===== config.mk =====
export PLATFORM = sky130hd
export DESIGN_NAME = div_seq_flat
export DESIGN_NICKNAME = d
export VERILOG_FILES = /design/src/rtl/div_seq_if.sv /design/src/rtl/div_seq.sv /design/src/flat_wrapper.sv
export SDC_FILE = /design/constraint.sdc
export NUM_CORES = 1
export LEC_CHECK = 0
export CAP_MARGIN = 20
export CORE_ASPECT_RATIO = 0.5
export CORE_MARGIN = 3
export CORE_UTILIZATION = 35
export CTS_BUF_LIST = sky130_fd_sc_hd__clkbuf_4
export DETAILED_ROUTE_END_ITERATION = 8
export GPL_TIMING_DRIVEN = 0
export PLACE_DENSITY = 0.6
export SYNTH_ARGS = -nofsm -noshare
export SYNTH_HDL_FRONTEND = slang
export SYNTH_SLANG_ARGS = --single-unit

===== constraint.sdc =====
create_clock -name clk -period 3.2 [get_ports clk]
set_clock_uncertainty 0.2 [all_clocks]
set_input_delay 0.64 -clock clk [delete_from_list [all_inputs] [get_ports clk]]
set_output_delay 0.64 -clock clk [all_outputs]
set_load 0.02 [all_outputs]

===== src/rtl/div_seq_if.sv =====
// -----------------------------------------------------------------------------
// div_seq_if
// Handshake and data bundle for the sequential restoring divider.
//
// Parameter:
//   N          divisor/remainder width (dividend/quotient are 2N)
//
// Signals:
//   start      request, sampled only while the divider is idle
//   dividend   2N-bit unsigned dividend, sampled on the accepting edge
//   divisor    N-bit unsigned divisor, sampled on the accepting edge
//   busy       high while an operation is in progress
//   done       one-cycle pulse when quotient/remainder become valid
//   quotient   2N-bit result, held until the next accept
//   remainder  N-bit result, held until the next accept
//   dz         divide-by-zero flag, valid with done
//
// Modports: master = requester, slave = divider.
// -----------------------------------------------------------------------------
interface div_seq_if #(
    parameter int N = 8
);
    logic             start;
    logic [2*N-1:0]   dividend;
    logic [N-1:0]     divisor;
    logic             busy;
    logic             done;
    logic [2*N-1:0]   quotient;
    logic [N-1:0]     remainder;
    logic             dz;

    modport master (
        output start, dividend, divisor,
        input  busy, done, quotient, remainder, dz
    );

    modport slave (
        input  start, dividend, divisor,
        output busy, done, quotient, remainder, dz
    );
endinterface


===== src/rtl/div_seq.sv =====
// -----------------------------------------------------------------------------
// div_seq
// Sequential restoring divider: 2N-bit unsigned dividend / N-bit unsigned
// divisor, one quotient bit per clock, 2N iterations per operation.
//
// Ports:
//   clk     rising-edge clock
//   rst_n   asynchronous active-low reset
//   bus     div_seq_if.slave (start/dividend/divisor in,
//           busy/done/quotient/remainder/dz out)
//
// Optional feature (macro DIV_ZERO_CHECK_EN):
//   defined     - a zero divisor skips the iterations; the result appears one
//                 cycle after accept with dz=1.
//   undefined   - dz is tied low; a zero divisor runs the full 2N iterations,
//                 which naturally yields quotient=all ones and
//                 remainder=dividend[N-1:0].
//
// State   | meaning
// --------+-------------------------------------------------------------
// IDLE    | waiting for start; results held
// RUN     | iterating, one quotient bit per clock, counter counts down
// -----------------------------------------------------------------------------
module div_seq #(
    parameter int N = 8
) (
    input  logic     clk,
    input  logic     rst_n,
    div_seq_if.slave bus
);
    localparam int CW = $clog2(2*N + 1);

    typedef enum logic {
        IDLE = 1'b0,
        RUN  = 1'b1
    } state_e;

    state_e           state_q;
    logic [N-1:0]     d_q;
    logic [2*N-1:0]   sr_q;          // dividend bits out the top, quotient bits in at the bottom
    logic [N:0]       r_q;
    logic [CW-1:0]    cnt_q;
    logic             busy_q;
    logic             done_q;
    logic [2*N-1:0]   quotient_q;
    logic [N-1:0]     remainder_q;
`ifdef DIV_ZERO_CHECK_EN
    logic             dz_q;
    logic             zchk_q;        // accepted with divisor 0: finish on the next edge
`endif

    // One restoring step: shift the next dividend bit into the partial
    // remainder and try to subtract the divisor.
    logic [N:0]       shifted;
    logic [N+1:0]     diff;
    logic             borrow;
    logic             qbit;
    logic [N:0]       r_next;

    always_comb begin
        shifted = {r_q[N-1:0], sr_q[2*N-1]};
        diff    = {1'b0, shifted} - {2'b00, d_q};
        borrow  = diff[N+1];
        qbit    = ~borrow;
        r_next  = borrow ? shifted : diff[N:0];
    end

    // r stays strictly below d, so its top bit never feeds the next step.
    logic unused_r_msb;
    assign unused_r_msb = r_q[N];

    always_ff @(posedge clk or negedge rst_n) begin
        if (!rst_n) begin
            state_q     <= IDLE;
            d_q         <= '0;
            sr_q        <= '0;
            r_q         <= '0;
            cnt_q       <= '0;
            busy_q      <= 1'b0;
            done_q      <= 1'b0;
            quotient_q  <= '0;
            remainder_q <= '0;
`ifdef DIV_ZERO_CHECK_EN
            dz_q        <= 1'b0;
            zchk_q      <= 1'b0;
`endif
        end else begin
            done_q <= 1'b0;
            case (state_q)
                IDLE: begin
                    if (bus.start) begin
                        d_q     <= bus.divisor;
                        sr_q    <= bus.dividend;
                        r_q     <= '0;
                        cnt_q   <= CW'(2*N);
                        busy_q  <= 1'b1;
                        state_q <= RUN;
`ifdef DIV_ZERO_CHECK_EN
                        dz_q    <= 1'b0;
                        zchk_q  <= (bus.divisor == '0);
                        if (bus.divisor == '0) begin
                            cnt_q <= CW'(1);
                        end
`endif
                    end
                end

                RUN: begin
`ifdef DIV_ZERO_CHECK_EN
                    if (zchk_q) begin
                        // The dividend is still untouched in sr_q.
                        quotient_q  <= '1;
                        remainder_q <= sr_q[N-1:0];
                        dz_q        <= 1'b1;
                        zchk_q      <= 1'b0;
                        cnt_q       <= '0;
                        busy_q      <= 1'b0;
                        done_q      <= 1'b1;
                        state_q     <= IDLE;
                    end else
`endif
                    begin
                        r_q   <= r_next;
                        sr_q  <= {sr_q[2*N-2:0], qbit};
                        cnt_q <= cnt_q - CW'(1);
                        if (cnt_q == CW'(1)) begin
                            quotient_q  <= {sr_q[2*N-2:0], qbit};
                            remainder_q <= r_next[N-1:0];
                            busy_q      <= 1'b0;
                            done_q      <= 1'b1;
                            state_q     <= IDLE;
                        end
                    end
                end

                default: state_q <= IDLE;
            endcase
        end
    end

    assign bus.busy      = busy_q;
    assign bus.done      = done_q;
    assign bus.quotient  = quotient_q;
    assign bus.remainder = remainder_q;
`ifdef DIV_ZERO_CHECK_EN
    assign bus.dz        = dz_q;
`else
    assign bus.dz        = 1'b0;
`endif

endmodule

===== src/flat_wrapper.sv =====
// flat-port wrapper written by rule: the top's interface ports become plain ports
module div_seq_flat 
#(
    parameter int N = 8
)
  (clk, rst_n, bus_start, bus_dividend, bus_divisor, bus_busy, bus_done, bus_quotient, bus_remainder, bus_dz);
  div_seq_if #(.N(N)) bus_i ();
  input  logic clk;
  input  logic rst_n;
  input wire logic [$bits(bus_i.start)-1:0] bus_start;
  input wire logic [$bits(bus_i.dividend)-1:0] bus_dividend;
  input wire logic [$bits(bus_i.divisor)-1:0] bus_divisor;
  output wire logic [$bits(bus_i.busy)-1:0] bus_busy;
  output wire logic [$bits(bus_i.done)-1:0] bus_done;
  output wire logic [$bits(bus_i.quotient)-1:0] bus_quotient;
  output wire logic [$bits(bus_i.remainder)-1:0] bus_remainder;
  output wire logic [$bits(bus_i.dz)-1:0] bus_dz;
  assign bus_i.start = bus_start;
  assign bus_i.dividend = bus_dividend;
  assign bus_i.divisor = bus_divisor;
  assign bus_busy = bus_i.busy;
  assign bus_done = bus_i.done;
  assign bus_quotient = bus_i.quotient;
  assign bus_remainder = bus_i.remainder;
  assign bus_dz = bus_i.dz;
  div_seq #(.N(N)) u_core (.clk(clk), .rst_n(rst_n), .bus(bus_i));
endmodule

==> results of run 1 <==
[per-layer routing]
layer / global-route usage / up-vias / routed length, um
li1: - / 1167 / -
met1: 0.193 / 1123 / 3460
met2: 0.247 / 38 / 3330
met3: 0.0428 / 12 / 213
met4: 0.0640 / 0 / 109
met5: 0 / - / 0
[power by group through the flow]
stage	Sequential (uW)	Clock (uW)	Combinational (uW)
5_1_grt	1520	590	2600
3_3_place_gp	1460	0	2250
3_5_place_dp	1480	0	2340
6_report	1460	528	2330
4_1_cts	1460	546	2350
2_1_floorplan	1590	0	1470
[cells in the final DEF (no fill, tap or decap), types with 3 or more instances in the layout]
cell             netlist  final
o21ai_1                4      4
clkdlybuf4s50_1        0     50
mux2i_1               24     24
nor2b_1                3      3
buf_1                  3      3
nand2_1               77     77
clkbuf_4               0     11
inv_1                 11     11
clkbuf_1               8      8
nor3_1                 3      3
nor2_1                 6      6
buf_4                  3      4
o21ai_0               29     29
buf_2                  3      3
dfrtp_1               64     64
a21oi_1                4      4
nor3b_1                3      3
nand3_1                4      4
a21o_1                 6      6
mux2_2                 4      4
xor2_1                 5      5
ha_1                  10     10
nand2b_1               7      7
[synthesized netlist by cell type, types with 2 or more instances]
master | n | area share
o211ai_1 | 2 | 0.0049
nor2b_1 | 3 | 0.0061
clkbuf_1 | 8 | 0.0097
buf_2 | 3 | 0.0049
or2_1 | 2 | 0.0041
xor2_1 | 5 | 0.014
a21oi_1 | 4 | 0.0065
dfrtp_1 | 64 | 0.52
nand2_1 | 77 | 0.094
buf_4 | 3 | 0.0073
mux2_2 | 4 | 0.015
ha_1 | 10 | 0.041
nor2_1 | 6 | 0.0073
or2_2 | 2 | 0.0041
nand3_1 | 4 | 0.0065
inv_1 | 11 | 0.013
buf_1 | 3 | 0.0036
a211oi_1 | 2 | 0.0049
nand2b_1 | 7 | 0.014
a21o_1 | 6 | 0.015
xnor2_1 | 2 | 0.0057
mux2i_1 | 24 | 0.078
nor3_1 | 3 | 0.0049
o21ai_1 | 4 | 0.0065
nor3b_1 | 3 | 0.0073
o21ai_0 | 29 | 0.047
[stage by stage]
| step | hold WS, ns | setup slack [ns] | instance area [um2] | std cells |
|---|---|---|---|---|
| after floorplan | 0.144 | 0.968 | 3090 | 309 |
| after global placement | 0.261 | -0.761 | 3740 | 472 |
| after detailed placement | 0.261 | 0.634 | 3730 | 472 |
| after CTS | 0.124 | 0.617 | 3860 | 488 |
| after global routing | 0.148 | 0.492 | 3860 | 488 |
| final | 0.111 | 0.632 | 3860 | 488 |
[registers in the layout (all words and copies together) (netlist names)]
name / flops
u_core.cnt_q: 5
u_core.bus.busy: 1
u_core.r_q: 8
u_core.sr_q: 16
u_core.bus.done: 1
u_core.bus.remainder: 8
u_core.bus.quotient: 16
u_core.d_q: 8
u_core.state_q: 1
[cell families (layout without fill, tap and decap cells)]
logic type,count (synthesis),after routing,synth area share
compound gates,58,58,0.120
xor+xnor,7,7,0.0199
fa+ha+maj,11,11,0.0470
buf+inv,30,97,0.0450
flops,64,64,0.519
mux,28,28,0.0925
other cells,1,1,0.00122
simple gates,110,110,0.156
[worst reg2reg max path, cell delays in order, from the launching register on]
cell and delay [ns]:
dfrtp_1 0.43, ha_1 0.39, a21o_1 0.26, a221oi_2 0.37, and2_4 0.25, buf_8 0.14, mux2i_1 0.28, mux2i_1 0.11
[how the worst max path moves through the flow]
stage	slack, ns	to	cells after the start	from
after floorplan	0.97	u_core.r_q[1]$_DFFE_PN0P_	7	u_core.r_q[5]$_DFFE_PN0P_
after global placement	-0.76	u_core.sr_q[6]$_DFFE_PN0P_	1	rst_n
after detailed placement	0.63	u_core.r_q[4]$_DFFE_PN0P_	7	u_core.r_q[5]$_DFFE_PN0P_
after CTS	0.62	u_core.r_q[4]$_DFFE_PN0P_	7	u_core.r_q[5]$_DFFE_PN0P_
after global routing	0.49	u_core.r_q[3]$_DFFE_PN0P_	7	u_core.r_q[5]$_DFFE_PN0P_
final	0.63	u_core.r_q[4]$_DFFE_PN0P_	7	u_core.r_q[5]$_DFFE_PN0P_
[layout make-up]
class / count / area (um2)
timing repair buffer: 51 / 508
buffer: 18 / 93.8
multi-input combinational: 215 / 1350
inverter: 12 / 45.0
clock buffer: 11 / 82.6
tap: 112 / 140
fill: 783 / 4420
sequential: 64 / 1600
clock inverter: 5 / 47.5
==> run_results.csv, run 1 <==
group,metric,value,unit
clocking,clk_latency,0.41,ns
status,status,"finished, final reports clean",
clocking,clk_pin_slew_worst_paths,0.10,ns
layout,post-route-util,0.466,
pwr,cellPowerDensity,1120,nW/um2
logic_synthesis,synth.avg_cell_area,9.99,um2
floorplan,die_width,139,um
global_route,overflow,0,
placed_design,port_buffers,51,
pwr,seqPwrFrac,0.338,
flow_run,maxCapViolCount,0,
setup_path,r2r_cells,7,
global_route,antenna_found_initial,0,
timing,finalHoldViolations,0,
logic_synthesis,synth-seq-cells,64,
global_route,grt.total_usage,0.152,
placed_design,hpwlAfterDp,5340,um
timing,grt_setup_unrepaired,"false",
logic_synthesis,synth_cell_type_count,44,
floorplan,die_y,72.4,um
timing,setup_violations,0,
pwr,power.leakage,0.00185,uW
layout,n_antenna_cell,0,
setup_path,path_cells,"ha_1 > a21o_1 > a221oi_2 > and2_4 > buf_8 > mux2i_1 > mux2i_1",
clocking,postCtsSetupRepairBufs,0,
global_route,grt_pass1_wl,12000,um
floorplan,rows,23,
timing,fin_setup_tns,0,ns
clocking,hold_buffers,0,
clocking,cts_tree,"done",
route,first_iter_violations,176,
timing,min_period,2.57,ns
setup_path,cp_max_fo,10,
layout,fin_nets,409,
setup_path,crit_slowest_cell,"dfrtp_1",
pwr,power_frac_clock,0.122,
logic_synthesis,synth_edf_count,0,
route,vias,2340,
pwr,sw_frac_of_total,0.416,
setup_path,critPathArrivalTime,2.64,ns
logic_synthesis,yosys_warnings,0,
pwr,netSwitchingPower,1800,uW
logic_synthesis,synth_cells,309,
setup_path,r2r_end,"u_core.r_q[4]$_DFFE_PN0P_",
route,final_antenna_net_count,0,
setup_path,worstSetupEndpointType,"register",
clocking,cts.sinks,64,
layout,drive_gt1_frac,0.0851,
global_route,grt_max_degree,65,
setup_path,rrSetupSlack,0.63,ns
floorplan,start_util,0.372,
logic_synthesis,syn_area,3090,um2
clocking,clock_path_buffers,2,
setup_path,crit_path_start_kind,"register",
setup_path,path_class,"register to register",
setup_path,critPathMaxStageDelay,0.43,ns
route,wl_per_cell,14.6,um
global_route,grt_pass1_vias,2492,
floorplan,ios,54,
setup_path,r2r_start,"u_core.r_q[5]$_DFFE_PN0P_",
floorplan,coreArea,8290,um2
route,totalWireLength,7110,um
clocking,cts_resized,0,
timing,drv_slew,0,
layout,synthToLayoutAreaGrowth,25.2,%
timing,relSlewSlack,0.469,
pwr,power,4320,uW
placed_design,gp_congestion,0.757,
timing,fin_crit_sh,0.802,
setup_path,crit_buf_inv,1,
clocking,cts_root_buf,"clkbuf_4",
pwr,p_int,2520,uW
logic_synthesis,async_flop_share,1.00,
min_path,min_path_type,"primary input to async pin",
floorplan,die-area,10000,um2
logic_synthesis,ys.flop_type,"dfrtp_1",
logic_synthesis,syn_nets,347,
route,drc,0,
timing,max_freq,389,MHz
setup_path,crit_required,3.27,ns
route,drt_pass1_iterations,4,
setup_path,cp_common_cell,"mux2i_1",
clocking,cts_buffers,9,
pwr,combPwrFrac,0.540,
clocking,htree_levels,3,
logic_synthesis,yosysSeqAreaShare,0.519,
timing,worst_pin_slew,0.796,ns
pwr,ir_drop,0.304,mV
route,via_per_inst,4.80,
setup_path,path_delay_family,"compound AO/OA/AOI/OAI gates",
Power figures use the tool's default switching activity.
==> inputs of run 2 (changes only) <==
==> constraint.sdc (replaced) <==
create_clock -name clk -period 2.5 [get_ports clk]
set_clock_uncertainty 0.2 [all_clocks]
set_input_delay 0.5 -clock clk [delete_from_list [all_inputs] [get_ports clk]]
set_output_delay 0.5 -clock clk [all_outputs]
set_load 0.02 [all_outputs]
==> run_results.csv, run 2 (same netlist as run 1, synthesis figures left out) <==
group,metric,value,unit
pwr,cellPowerDensity,1460,nW/um2
global_route,grt_max_degree,65,
pwr,power.leakage,0.00186,uW
setup_path,critPathMaxStageDelay,0.46,ns
global_route,grt_pass1_wl,12100,um
clocking,cts_buffers,9,
flow_run,maxCapViolCount,0,
route,wl_per_cell,14.7,um
layout,stdcell_count,491,
clocking,cts.sinks,64,
layout,mostFrequentLayoutCell,"nand2_1",
timing,holdWs,0.279,ns
timing,fin_crit_sh,0.958,
global_route,grt_pass1_vias,2509,
setup_path,crit_path_start_kind,"register",
min_path,min_path_type,"register to register",
setup_path,crit_slowest_cell,"dfrtp_1",
floorplan,rows,23,
floorplan,die_y,72.4,um
route,first_iter_violations,159,
floorplan,die_width,139,um
pwr,ir_drop,0.403,mV
timing,min_period,2.39,ns
layout,finalInstanceArea,3920,um2
route,vias,2356,
setup_path,cp_max_fo,10,
layout,nFillCells,772,
layout,fin_nets,412,
timing,setup_violations,0,
layout,n_antenna_cell,0,
floorplan,ios,54,
setup_path,path_cells,"ha_4 > a21o_1 > a221oi_2 > and2_4 > buf_8 > mux2i_2 > mux2i_1",
timing,worst_pin_slew,0.803,ns
route,drt_pass1_iterations,4,
setup_path,crit_required,2.57,ns
global_route,grt.total_usage,0.153,
placed_design,gp_congestion,0.757,
clocking,clk_latency,0.41,ns
floorplan,coreArea,8290,um2
clocking,cts_root_buf,"clkbuf_4",
floorplan,die-area,10000,um2
setup_path,critPathArrivalTime,2.46,ns
route,totalWireLength,7210,um
layout,synthToLayoutAreaGrowth,27.0,%
clocking,clk_pin_slew_worst_paths,0.10,ns
placed_design,port_buffers,51,
placed_design,placed_area,3730,um2
floorplan,start_util,0.372,
timing,finalHoldViolations,0,
global_route,overflow,0,
clocking,htree_levels,3,
placed_design,dp_cells,472,
timing,drv_slew,0,
route,drc,0,
status,status,"finished, final reports clean",
timing,max_freq,418,MHz
clocking,clock_path_buffers,2,
clocking,cts_tree,"done",
placed_design,hpwlAfterDp,5340,um
global_route,antenna_found_initial,0,
route,final_antenna_net_count,0,
timing,relSlewSlack,0.465,
setup_path,path_class,"register to register",
setup_path,worstSetupEndpointType,"register",
route,via_per_inst,4.80,
layout,most-common-layout-cells,"77 x nand2_1, 64 x dfrtp_1, 50 x clkdlybuf4s50_1, 29 x o21ai_0, 22 x mux2i_1",
layout,drive_gt1_frac,0.106,
timing,grt_setup_unrepaired,"false",
-- run 2: cell types whose count changed in the layout (fill, tap and decap cells not counted), sizes merged --
cell,delta
buf,+2
dlygate4sd3,+1
-- run 2: layout make-up --
class                           instances  area (um2)  share of cell area
Sequential cell                        64        1600               0.409
Clock buffer                           11        82.6              0.0211
Multi-Input combinational cell        215        1380               0.351
Timing Repair Buffer                   54         533               0.136
Clock inverter                          5        47.5              0.0121
Inverter                               12        45.0              0.0115
Tap cell                              112         140              0.0358
Buffer                                 18        93.8              0.0239
-- run 2: stage by stage --
stage / util / total power, uW / setup slack, ns / setup TNS [ns]
2_1_floorplan: - / 3910 / 0.268 / 0
3_3_place_gp: 0.451 / 4760 / -1.32 / -84.30
3_5_place_dp: 0.450 / 4890 / -0.0658 / -0.137
4_1_cts: 0.469 / 5640 / 0.00976 / 0
5_1_grt: 0.473 / 6200 / 0.00687 / 0
6_report: 0.473 / 5710 / 0.106 / 0
-- run 2: per-layer routing --
metal / up-vias / track usage / share of wire
met5: - / 0 / 0
met4: 0 / 0.0640 / 0.018
met3: 15 / 0.0428 / 0.029
met2: 35 / 0.250 / 0.47
met1: 1135 / 0.194 / 0.49
li1: 1171 / - / -
-- run 2: path summary, 6_finish.rpt --
check / from / to / slack [ns] / cells after the start
worst max-delay path: u_core.r_q[5]$_DFFE_PN0P_ / u_core.r_q[4]$_DFFE_PN0P_ / 0.11 / 7
worst min-delay path: u_core.bus.quotient[9]$_DFFE_PN0P_ / u_core.bus.quotient[9]$_DFFE_PN0P_ / 0.28 / 2
worst max register to register: u_core.r_q[5]$_DFFE_PN0P_ / u_core.r_q[4]$_DFFE_PN0P_ / 0.11 / 7
worst min register to register: u_core.bus.quotient[9]$_DFFE_PN0P_ / u_core.bus.quotient[9]$_DFFE_PN0P_ / 0.28 / 2
max in group asynchronous: rst_n / u_core.r_q[0]$_DFFE_PN0P_ / 1.05 / 2
min in group asynchronous: rst_n / u_core.d_q[1]$_DFFE_PN0P_ / 0.52 / 2
-- run 2: power by group --
group / internal, uW / leakage, uW / switching (uW)
Clock: 318 / 0.0000757 / 359
Combinational: 1480 / 0.00100 / 1680
Sequential: 1550 / 0.000780 / 324
-- run 2: critical path, delay by kind of cell (launching register included) --
family / cells / cell delay [ns]
adders and majority gates: 1 / 0.29
AOI/OAI and AO/OA: 2 / 0.55
muxes: 2 / 0.38
DFF: 1 / 0.46
buffers and inverters: 1 / 0.14
and+or+nand+nor: 1 / 0.23
-- run 2: timing repair --
action,CTS,global route
hold endpoints to repair,58,0
setup endpoints to repair,5,9
hold buffers,1,0
resized for setup,1,6
setup buffers,1,1
pin swaps,1,1
cloned,0,0
==> inputs of run 3 (changes only) <==
--- a/config.mk
+++ b/config.mk
@@ -13,6 +13,7 @@
 export DETAILED_ROUTE_END_ITERATION = 8
 export GPL_TIMING_DRIVEN = 0
 export PLACE_DENSITY = 0.6
+export RECOVER_POWER = 100
 export SYNTH_ARGS = -nofsm -noshare
 export SYNTH_HDL_FRONTEND = slang
 export SYNTH_SLANG_ARGS = --single-unit
==> run_results.csv, run 3 (same netlist as run 1, synthesis figures left out) <==
group,metric,value,unit
pwr,netSwitchingPower,2350,uW
setup_path,crit_path_start_kind,"register",
floorplan,coreArea,8290,um2
layout,drive_gt1_frac,0.0976,
timing,relSlewSlack,-0.0442,
pwr,cellPowerDensity,1440,nW/um2
status,violations,"capacitance limit, slew limit",
setup_path,path_class,"register to register",
setup_path,cp_max_fo,10,
timing,fin_crit_sh,0.958,
route,vias,2370,
pwr,power_frac_clock,0.121,
layout,nFillCells,775,
clocking,cts.sinks,64,
pwr,ir_drop,0.402,mV
clocking,cts_tree,"done",
route,wl_per_cell,14.7,um
timing,setup_violations,0,
flow_run,maxCapViolCount,1,
route,final_antenna_net_count,0,
pwr,power.leakage,0.00190,uW
clocking,cts_buffers,9,
global_route,grt_pass1_wl,12100,um
clocking,cts_root_buf,"clkbuf_4",
layout,stdcell_count,491,
placed_design,port_buffers,51,
route,drt_pass1_iterations,4,
min_path,min_path_type,"register to register",
pwr,sw_frac_of_total,0.418,
pwr,power,5630,uW
timing,fin_setup_tns,0,ns
timing,min_period,2.40,ns
setup_path,crit_required,2.57,ns
timing,drv_slew,65,
layout,fin_nets,412,
layout,mostFrequentLayoutCell,"nand2_1",
layout,synthToLayoutAreaGrowth,26.8,%
layout,most-common-layout-cells,"77 x nand2_1, 64 x dfrtp_1, 30 x o21ai_0, 27 x dlygate4sd3_1, 24 x clkdlybuf4s50_1",
timing,max_freq,417,MHz
floorplan,rows,23,
placed_design,hpwlAfterDp,5340,um
status,status,"finished, violations left",
layout,n_antenna_cell,0,
floorplan,die_y,72.4,um
global_route,grt.total_usage,0.153,
floorplan,die_width,139,um
clocking,clock_path_buffers,2,
global_route,antenna_found_initial,0,
layout,multiInputGateArea,1380,um2
setup_path,critPathArrivalTime,2.46,ns
floorplan,start_util,0.372,
global_route,grt_max_degree,65,
clocking,clk_latency,0.41,ns
setup_path,worstSetupEndpointType,"register",
timing,finalHoldViolations,0,
route,via_per_inst,4.83,
layout,seqCellArea,1600,um2
global_route,overflow,0,
timing,grt_setup_unrepaired,"false",
pwr,p_int,3270,uW
placed_design,dp_cells,472,
pwr,combPwrFrac,0.548,
clocking,clk_pin_slew_worst_paths,0.10,ns
floorplan,ios,54,
layout,post-route-util,0.472,
pwr,seqPwrFrac,0.332,
placed_design,gp_congestion,0.757,
global_route,grt_pass1_vias,2509,
clocking,htree_levels,3,
route,first_iter_violations,153,
route,drc,0,
timing,worst_pin_slew,1.57,ns
floorplan,die-area,10000,um2
route,totalWireLength,7200,um
[run 3: worst max-delay path, cell delays in order, from the launching register on]
cell      delay (ns)
dfrtp_1         0.46
ha_4            0.29
a21o_1          0.23
a221oi_2        0.33
and2_4          0.23
buf_8           0.14
mux2i_2         0.27
mux2i_1         0.11
[run 3: per-stage QoR]
stage | cell area [um2] | setup slack (ns) | hold WS (ns)
final | 3910 | 0.104 | 0.274
after global routing | 3910 | 0.00775 | 0.303
after CTS | 3880 | 0.00976 | 0.286
after detailed placement | 3730 | -0.0658 | 0.261
after global placement | 3740 | -1.32 | 0.261
after floorplan | 3090 | 0.268 | 0.00441
[run 3: final timing paths]
path | start | to | slack, ns | depth (start not counted)
worst max-delay path | u_core.r_q[5]$_DFFE_PN0P_ | u_core.r_q[4]$_DFFE_PN0P_ | 0.10 | 7
worst min-delay path | u_core.bus.quotient[9]$_DFFE_PN0P_ | u_core.bus.quotient[9]$_DFFE_PN0P_ | 0.27 | 2
worst max register to register | u_core.r_q[5]$_DFFE_PN0P_ | u_core.r_q[4]$_DFFE_PN0P_ | 0.10 | 7
worst min register to register | u_core.bus.quotient[9]$_DFFE_PN0P_ | u_core.bus.quotient[9]$_DFFE_PN0P_ | 0.27 | 2
max in group asynchronous | rst_n | u_core.bus.quotient[8]$_DFFE_PN0P_ | 0.36 | 2
min in group asynchronous | rst_n | u_core.d_q[1]$_DFFE_PN0P_ | 0.82 | 2
[run 3: timing repair]
item | CTS | global route
gates resized for setup | 1 | 6
endpoints found under the hold margin | 58 | 0
endpoints found under the setup margin | 5 | 9
gates cloned | 0 | 0
pin swaps | 1 | 1
buffers inserted | 1 | 1
hold buffers | 1 | 0
[run 3: power by group through the flow]
stage               logic (uW)  registers [uW]  clock network (uW)
floorplan                 1880            2030                   0
global placement          2890            1870                   0
detailed placement        3000            1890                   0
CTS                       3070            1880                 699
global route              3430            1940                 756
finish                    3080            1870                 679
[run 3: area by class of cell]
| type | count | area share |
|---|---|---|
| plain buffers | 18 | 0.0233 |
| clock buffers | 11 | 0.0211 |
| clock inverters | 5 | 0.0121 |
| inverters | 12 | 0.0115 |
| multi-input cells | 215 | 0.351 |
| flip-flops and latches | 64 | 0.409 |
| well taps | 112 | 0.0358 |
| repair buffers | 54 | 0.136 |
[run 3: routing by layer]
layer | share of wire | track usage | routed length, um
met5 | 0 | 0 | 0
met4 | 0.019 | 0.0640 | 137
met3 | 0.030 | 0.0428 | 218
met2 | 0.46 | 0.250 | 3350
met1 | 0.49 | 0.194 | 3500
